File: config.mk
export PLATFORM = sky130hd
export DESIGN_NAME = i2c_bus_arbiter
export DESIGN_NICKNAME = d
export VERILOG_FILES = /design/src/rtl/i2c_bus_arbiter.sv
export SDC_FILE = /design/constraint.sdc
export NUM_CORES = 1
export LEC_CHECK = 0
export ABC_AREA = 1
export CORE_MARGIN = 4
export CORE_UTILIZATION = 49
export DETAILED_ROUTE_END_ITERATION = 10
export HOLD_SLACK_MARGIN = 0.12
export PLACE_DENSITY = 0.87
export RECOVER_POWER = 100
export SYNTH_ARGS = -nofsm -noshare
export SYNTH_HDL_FRONTEND = slang
export SYNTH_SLANG_ARGS = --single-unit
File: constraint.sdc
create_clock -name clk -period 4.1 [get_ports clk]
set_clock_uncertainty 0.15 [all_clocks]
set_input_delay 0.41 -clock clk [delete_from_list [all_inputs] [get_ports clk]]
set_output_delay 0.41 -clock clk [all_outputs]
set_load 0.05 [all_outputs]
File: src/rtl/i2c_bus_arbiter.sv
// Round-robin arbiter that shares one I2C master engine among four requesters.
// Every output comes from a register. One combinational block computes all next values.
module i2c_bus_arbiter #(
    parameter logic [15:0] TIMEOUT = 16'd50000
) (
    input  logic        clk,
    input  logic        rst,
    input  logic [3:0]  req,
    input  logic [27:0] req_addr,
    input  logic [3:0]  req_rw,
    input  logic [3:0]  req_two_bytes,
    input  logic [31:0] req_wdata,
    output logic [3:0]  gnt,
    output logic [3:0]  done,
    output logic        err,
    output logic [15:0] rdata,
    output logic        busy,
    output logic        m_start,
    output logic [6:0]  m_slave_addr,
    output logic        m_rw,
    output logic        m_two_bytes,
    output logic [7:0]  m_write_data,
    input  logic        m_ready,
    input  logic [15:0] m_read_data
);

    typedef enum logic [2:0] {IDLE, ISSUE, WAIT_BUSY, WAIT_DONE, FINISH} state_t;

    state_t      state_reg, state_next;
    logic [3:0]  gnt_reg, gnt_next;
    logic [3:0]  done_reg, done_next;
    logic        err_reg, err_next;
    logic [15:0] rdata_reg, rdata_next;
    logic        busy_reg, busy_next;
    logic        m_start_reg, m_start_next;
    logic [6:0]  m_addr_reg, m_addr_next;
    logic        m_rw_reg, m_rw_next;
    logic        m_two_reg, m_two_next;
    logic [7:0]  m_wdata_reg, m_wdata_next;
    logic [1:0]  ptr_reg, ptr_next;
    logic [15:0] tcnt_reg, tcnt_next;

    logic [6:0] addr_arr  [4];
    logic [7:0] wdata_arr [4];

    genvar gi;
    generate
        for (gi = 0; gi < 4; gi++) begin : g_unpack
            assign addr_arr[gi]  = req_addr[7*gi +: 7];
            assign wdata_arr[gi] = req_wdata[8*gi +: 8];
        end
    endgenerate

    // The winner is the first active request found when searching upward from ptr, wrapping from 3 to 0.
    logic       win_found;
    logic [1:0] win_idx;
    logic [1:0] cand;

    always_comb begin
        win_found = 1'b0;
        win_idx   = ptr_reg;
        cand      = ptr_reg;
        for (int i = 0; i < 4; i++) begin
            cand = ptr_reg + 2'(i);
            if (!win_found && req[cand]) begin
                win_found = 1'b1;
                win_idx   = cand;
            end
        end
    end

    logic timeout_hit;
    assign timeout_hit = (tcnt_reg == TIMEOUT - 16'd1);

    always_comb begin
        state_next   = state_reg;
        gnt_next     = gnt_reg;
        done_next    = 4'b0000;
        err_next     = err_reg;
        rdata_next   = rdata_reg;
        m_start_next = 1'b0;
        m_addr_next  = m_addr_reg;
        m_rw_next    = m_rw_reg;
        m_two_next   = m_two_reg;
        m_wdata_next = m_wdata_reg;
        ptr_next     = ptr_reg;
        tcnt_next    = tcnt_reg;

        case (state_reg)
            IDLE: begin
                if (m_ready && win_found) begin
                    gnt_next     = 4'b0001 << win_idx;
                    m_addr_next  = addr_arr[win_idx];
                    m_rw_next    = req_rw[win_idx];
                    m_two_next   = req_two_bytes[win_idx];
                    m_wdata_next = wdata_arr[win_idx];
                    ptr_next     = win_idx + 2'd1;
                    state_next   = ISSUE;
                end
            end
            ISSUE: begin
                m_start_next = 1'b1;
                tcnt_next    = 16'd0;
                state_next   = WAIT_BUSY;
            end
            WAIT_BUSY: begin
                // A slow engine may never drop m_ready, so the timeout also runs in this state.
                if (timeout_hit) begin
                    err_next   = 1'b1;
                    done_next  = gnt_reg;
                    state_next = FINISH;
                end else begin
                    tcnt_next = tcnt_reg + 16'd1;
                    if (!m_ready) begin
                        state_next = WAIT_DONE;
                    end
                end
            end
            WAIT_DONE: begin
                if (m_ready) begin
                    rdata_next = m_read_data;
                    err_next   = 1'b0;
                    done_next  = gnt_reg;
                    state_next = FINISH;
                end else if (timeout_hit) begin
                    err_next   = 1'b1;
                    done_next  = gnt_reg;
                    state_next = FINISH;
                end else begin
                    tcnt_next = tcnt_reg + 16'd1;
                end
            end
            FINISH: begin
                gnt_next   = 4'b0000;
                state_next = IDLE;
            end
            default: begin
                state_next = IDLE;
            end
        endcase

        busy_next = (state_next != IDLE);
    end

    always_ff @(posedge clk) begin
        if (rst) begin
            state_reg   <= IDLE;
            gnt_reg     <= 4'b0000;
            done_reg    <= 4'b0000;
            err_reg     <= 1'b0;
            rdata_reg   <= 16'd0;
            busy_reg    <= 1'b0;
            m_start_reg <= 1'b0;
            m_addr_reg  <= 7'd0;
            m_rw_reg    <= 1'b0;
            m_two_reg   <= 1'b0;
            m_wdata_reg <= 8'd0;
            ptr_reg     <= 2'd0;
            tcnt_reg    <= 16'd0;
        end else begin
            state_reg   <= state_next;
            gnt_reg     <= gnt_next;
            done_reg    <= done_next;
            err_reg     <= err_next;
            rdata_reg   <= rdata_next;
            busy_reg    <= busy_next;
            m_start_reg <= m_start_next;
            m_addr_reg  <= m_addr_next;
            m_rw_reg    <= m_rw_next;
            m_two_reg   <= m_two_next;
            m_wdata_reg <= m_wdata_next;
            ptr_reg     <= ptr_next;
            tcnt_reg    <= tcnt_next;
        end
    end

    assign gnt          = gnt_reg;
    assign done         = done_reg;
    assign err          = err_reg;
    assign rdata        = rdata_reg;
    assign busy         = busy_reg;
    assign m_start      = m_start_reg;
    assign m_slave_addr = m_addr_reg;
    assign m_rw         = m_rw_reg;
    assign m_two_bytes  = m_two_reg;
    assign m_write_data = m_wdata_reg;

endmodule

# Word level (Yosys, flattened, before mapping)
# Cells that the tools add are included.
# word_totals
wordCells	92
regBits	65
input_bits	91
# classes
n_eq_ne	7
magnitude_cmp	6
n_addsub	5
n_mux	43
n_bitwise	1
shift	1
n_reduce_logical	16
# op_table
op	n
$pmux W16 S3	1
$mux W16	2
$add A16 B1 Y16 const B	1
$bmux W8 S2	1
$eq A16 B16 Y1 const B	1
$mux W8	2
$pmux W4 S2	2
$lt A2 B3 Y1 const B	5
$mux W3	5
$bmux W7 S2	1
$mux W7	2
$mux W1	13
$bmux W1 S2	6
$mux W4	3
$pmux W3 S4	1
$reduce_and A2 Y1	4
$eq A3 B2 Y1 const B	2
$mux W2	3
$reduce_bool A3 Y1	2
$add A2 B1 Y2 const B	2
$add A2 B2 Y2 const B	2
$logic_and A1 B1 Y1	4
$ne A2 B2 Y1 const B	2
$reduce_bool A2 Y1	2
8 further kinds	10

# Depth between registers and ports, before layout
# logic_depth
depth_word	16
mapped_depth	17
depth_no_buf	16

# Least setup slack after synthesis
# No wires, ideal clock.
# synth_path
path_kind	register to register
start	register ptr_reg[0]
end	register ptr_reg[1]
arrival_time_ps	1846
path_slack_ps	1985
path_stages_with_launch	15
path_buffers	2
setup_ps	120
path_cell_list	dfxtp_1 buf_6 nand2_1 nand2_2 nand2_1 nand2_2 nand3_1 nand2_1 nand2_4 nand2_8 buf_6 inv_1 ha_1 o21ai_0 a21oi_1
# synth_between
elab_chain_len	14
# synth_rtl
item	line	text
start: declaration	40	logic [1:0] ptr_reg, ptr_next;
start signal: assignment	172	ptr_reg <= ptr_next;
branches (longest 14 deep; another with $add A2 B1 Y2)	n/a	
# Several ways; the timed one is not identified. The select of a mux whose other input is x is not followed.
# A chain may end at the register's enable or synchronous reset.

# Worst setup path after layout
# Ends and elaborated chain as after synthesis.

==> impl_metrics.ini <==
[floorplanning]
die_area_mm2 = 0.00909
die_w_um = 95.4
start_util_pct = 51.0
pin_count = 135
placementRows = 31
die_y_um = 95.4
core_area_mm2 = 0.00733

[placed_design]
gp_congestion = 0.948
dp_hpwl_um = 8410
dp.cells = 811
io_buffers = 134
placedInstanceArea_mm2 = 0.00506

[sta]
finalSetupViolCount = 0
fmaxAchievable_mhz = 301
fin_crit_sh_pct = 81.1
period_needed_ps = 3330
slew_headroom_pct = 1.11
fin_tns_setup_ps = 0
drv_slew = 0
tightest_slew_ps = 1480
hold_viol = 0
rsz0062_at_grt = no

[min_path]
hold_depth = 2
hp-class = reg2reg

[finish]
final_cell_mix = 202 x nand2_1, 95 x nor2_1, 88 x clkdlybuf4s50_1, 75 x nand3_1, 65 x dfxtp_1
n_fill_cell = 614
fin_nets = 819
antennaDiodeCount = 0
layout_commonest_cell = nand2_1
final_area_mm2 = 0.00522
drive_above_1_share_pct = 4.12
area_delta_synth_final_pct = 39.6
utilization_pct = 71.2
layoutNonFillerInstCount = 827

[global_routing]
overflow = 0
grt_pass1_vias = 3954
grt_pass1_wl_um = 17600
grt_start_max_net_pins = 42
track_usage_pct = 24.2
antenna_found_initial = 0

[critical_path]
cp.required_ps = 4170
crit_chain = inv_1 > nand2_1 > nand2_1 > nand2_1 > nand2_1 > nor2_1 > nand4_4 > nand2_8 > inv_1 > ha_1 > o21ai_0 > a21oi_1
cp_max_fo = 37
crit_arrival_ps = 3400
cpPeakStageDelay_ps = 610
reg2reg_depth = 12
r2r_slack_ps = 770
cp_top_family = simple AND/OR/NAND/NOR gates
cp_slowest_cell = dfxtp_1
crit_path_frequent_cell = nand2_1
start_kind = flip-flop
end_kind = flip-flop
path_buf_inv = 2
path_depth = 12
crit_type = reg2reg

[synth]
yosysWarnings = 0
syn_area_per_cell_um2 = 6.21
yosys.cell_types.count = 29
ys_ff_latch = 65
ys_seq_area_share_pct = 34.8
syn_area_mm2 = 0.00374
syn_inst = 602
synthesis.nets = 698

[cts]
cts_tree = done
clkLatencyLatePin_ps = 330
cts_sinks = 65
htreeDepth = 3
cts_resized = 0
cts-root-buf = clkbuf_8
clk_pin_slew_ps = 70
post_cts_buffers = 0
numCtsBuffers = 9
clockBufferDepth = 2
hold_buffers = 0

[pwr]
power.total_w = 0.00300
ir_drop_v = 0.000360
power_leakage_nw = 2.47
powerDensity_mw_per_mm2 = 575

[job]
drv_cap = 0

[routing]
first_pass_iters = 7
drtAntennaViolNets = 0
drt_iter0_drc = 197
drc = 0
num_vias = 4226
wire_per_inst_um = 13.3
wirelength_um = 11000
vias_per_cell = 5.11

[run_status]
outcome = finished clean
-- worst paths after layout --
kind / start / end
hold / removal: rdata[12] / rdata[12]
hold reg to reg: rdata[12] / rdata[12]
setup / recovery: ptr_reg[0] / ptr_reg[1]
setup reg to reg: ptr_reg[0] / ptr_reg[1]
-- cell usage after synthesis (all sizes together) --
master / instances / area (µm²)
nand2: 212 / 840
nor2: 95 / 364
nand3: 75 / 375
dfxtp: 65 / 1300
inv: 48 / 180
o21ai: 28 / 140
a21oi: 18 / 90.1
buf: 16 / 113
clkbuf: 10 / 45.0
nand4: 9 / 86.3
nor3: 7 / 35.0
xor2: 6 / 52.6
ha: 5 / 62.6
nand3b: 2 / 15.0
a211oi: 1 / 7.51
a31oi: 1 / 6.26
clkinv: 1 / 3.75
nor4: 1 / 6.26
o21bai: 1 / 7.51
xnor2: 1 / 8.76
-- kinds of logic (layout without fill, tap and decap cells) --
kind of cell	after synthesis	after routing	share of synthesized area (%)
simple gates	401	401	46.0
buf+inv	75	201	9.13
flops	65	65	34.8
compound gates	49	49	6.72
xor+xnor	7	7	1.64
fa+ha+maj	5	5	1.67
-- routing by layer --
metal / track usage, % / part of all wire, % / up-vias
met4: 7.09 / 1.7 / 0
met5: 0 / 0 / -
met3: 6.87 / 8.1 / 18
met2: 41.2 / 49 / 172
met1: 29.7 / 41 / 1887
li1: - / - / 2149
-- cell type report --
cell class,instances,area (µm²),area share [%]
Tap cell,99,124,2.37
Timing Repair Buffer,136,1350,25.9
Clock buffer,11,141,2.71
Inverter,49,184,3.52
Clock inverter,5,31.3,0.599
Sequential cell,65,1300,24.9
Multi-Input combinational cell,462,2090,40.0
-- tightest hold or removal path, cell delays in order (launching register included) --
cell     delay [ps]
dfxtp_1         320
nor2_1           40
nor2_1           80
-- per-stage QoR --
stage | hold WS [ps] | worst slack, ps
finish | 327 | 773
global route | 353 | 464
CTS | 333 | 1080
detailed placement | 319 | 1000
global placement | 311 | 1120
floorplan | 306 | 1980
-- power breakdown --
part | total [W] | internal, W | leakage, nW | switching [W]
Clock | 0.000475 | 0.000234 | 0.0891 | 0.000242
Sequential | 0.000795 | 0.000726 | 0.529 | 0.0000687
Combinational | 0.00173 | 0.000524 | 1.85 | 0.00121
No activity file was read; power rests on OpenSTA's default activity.
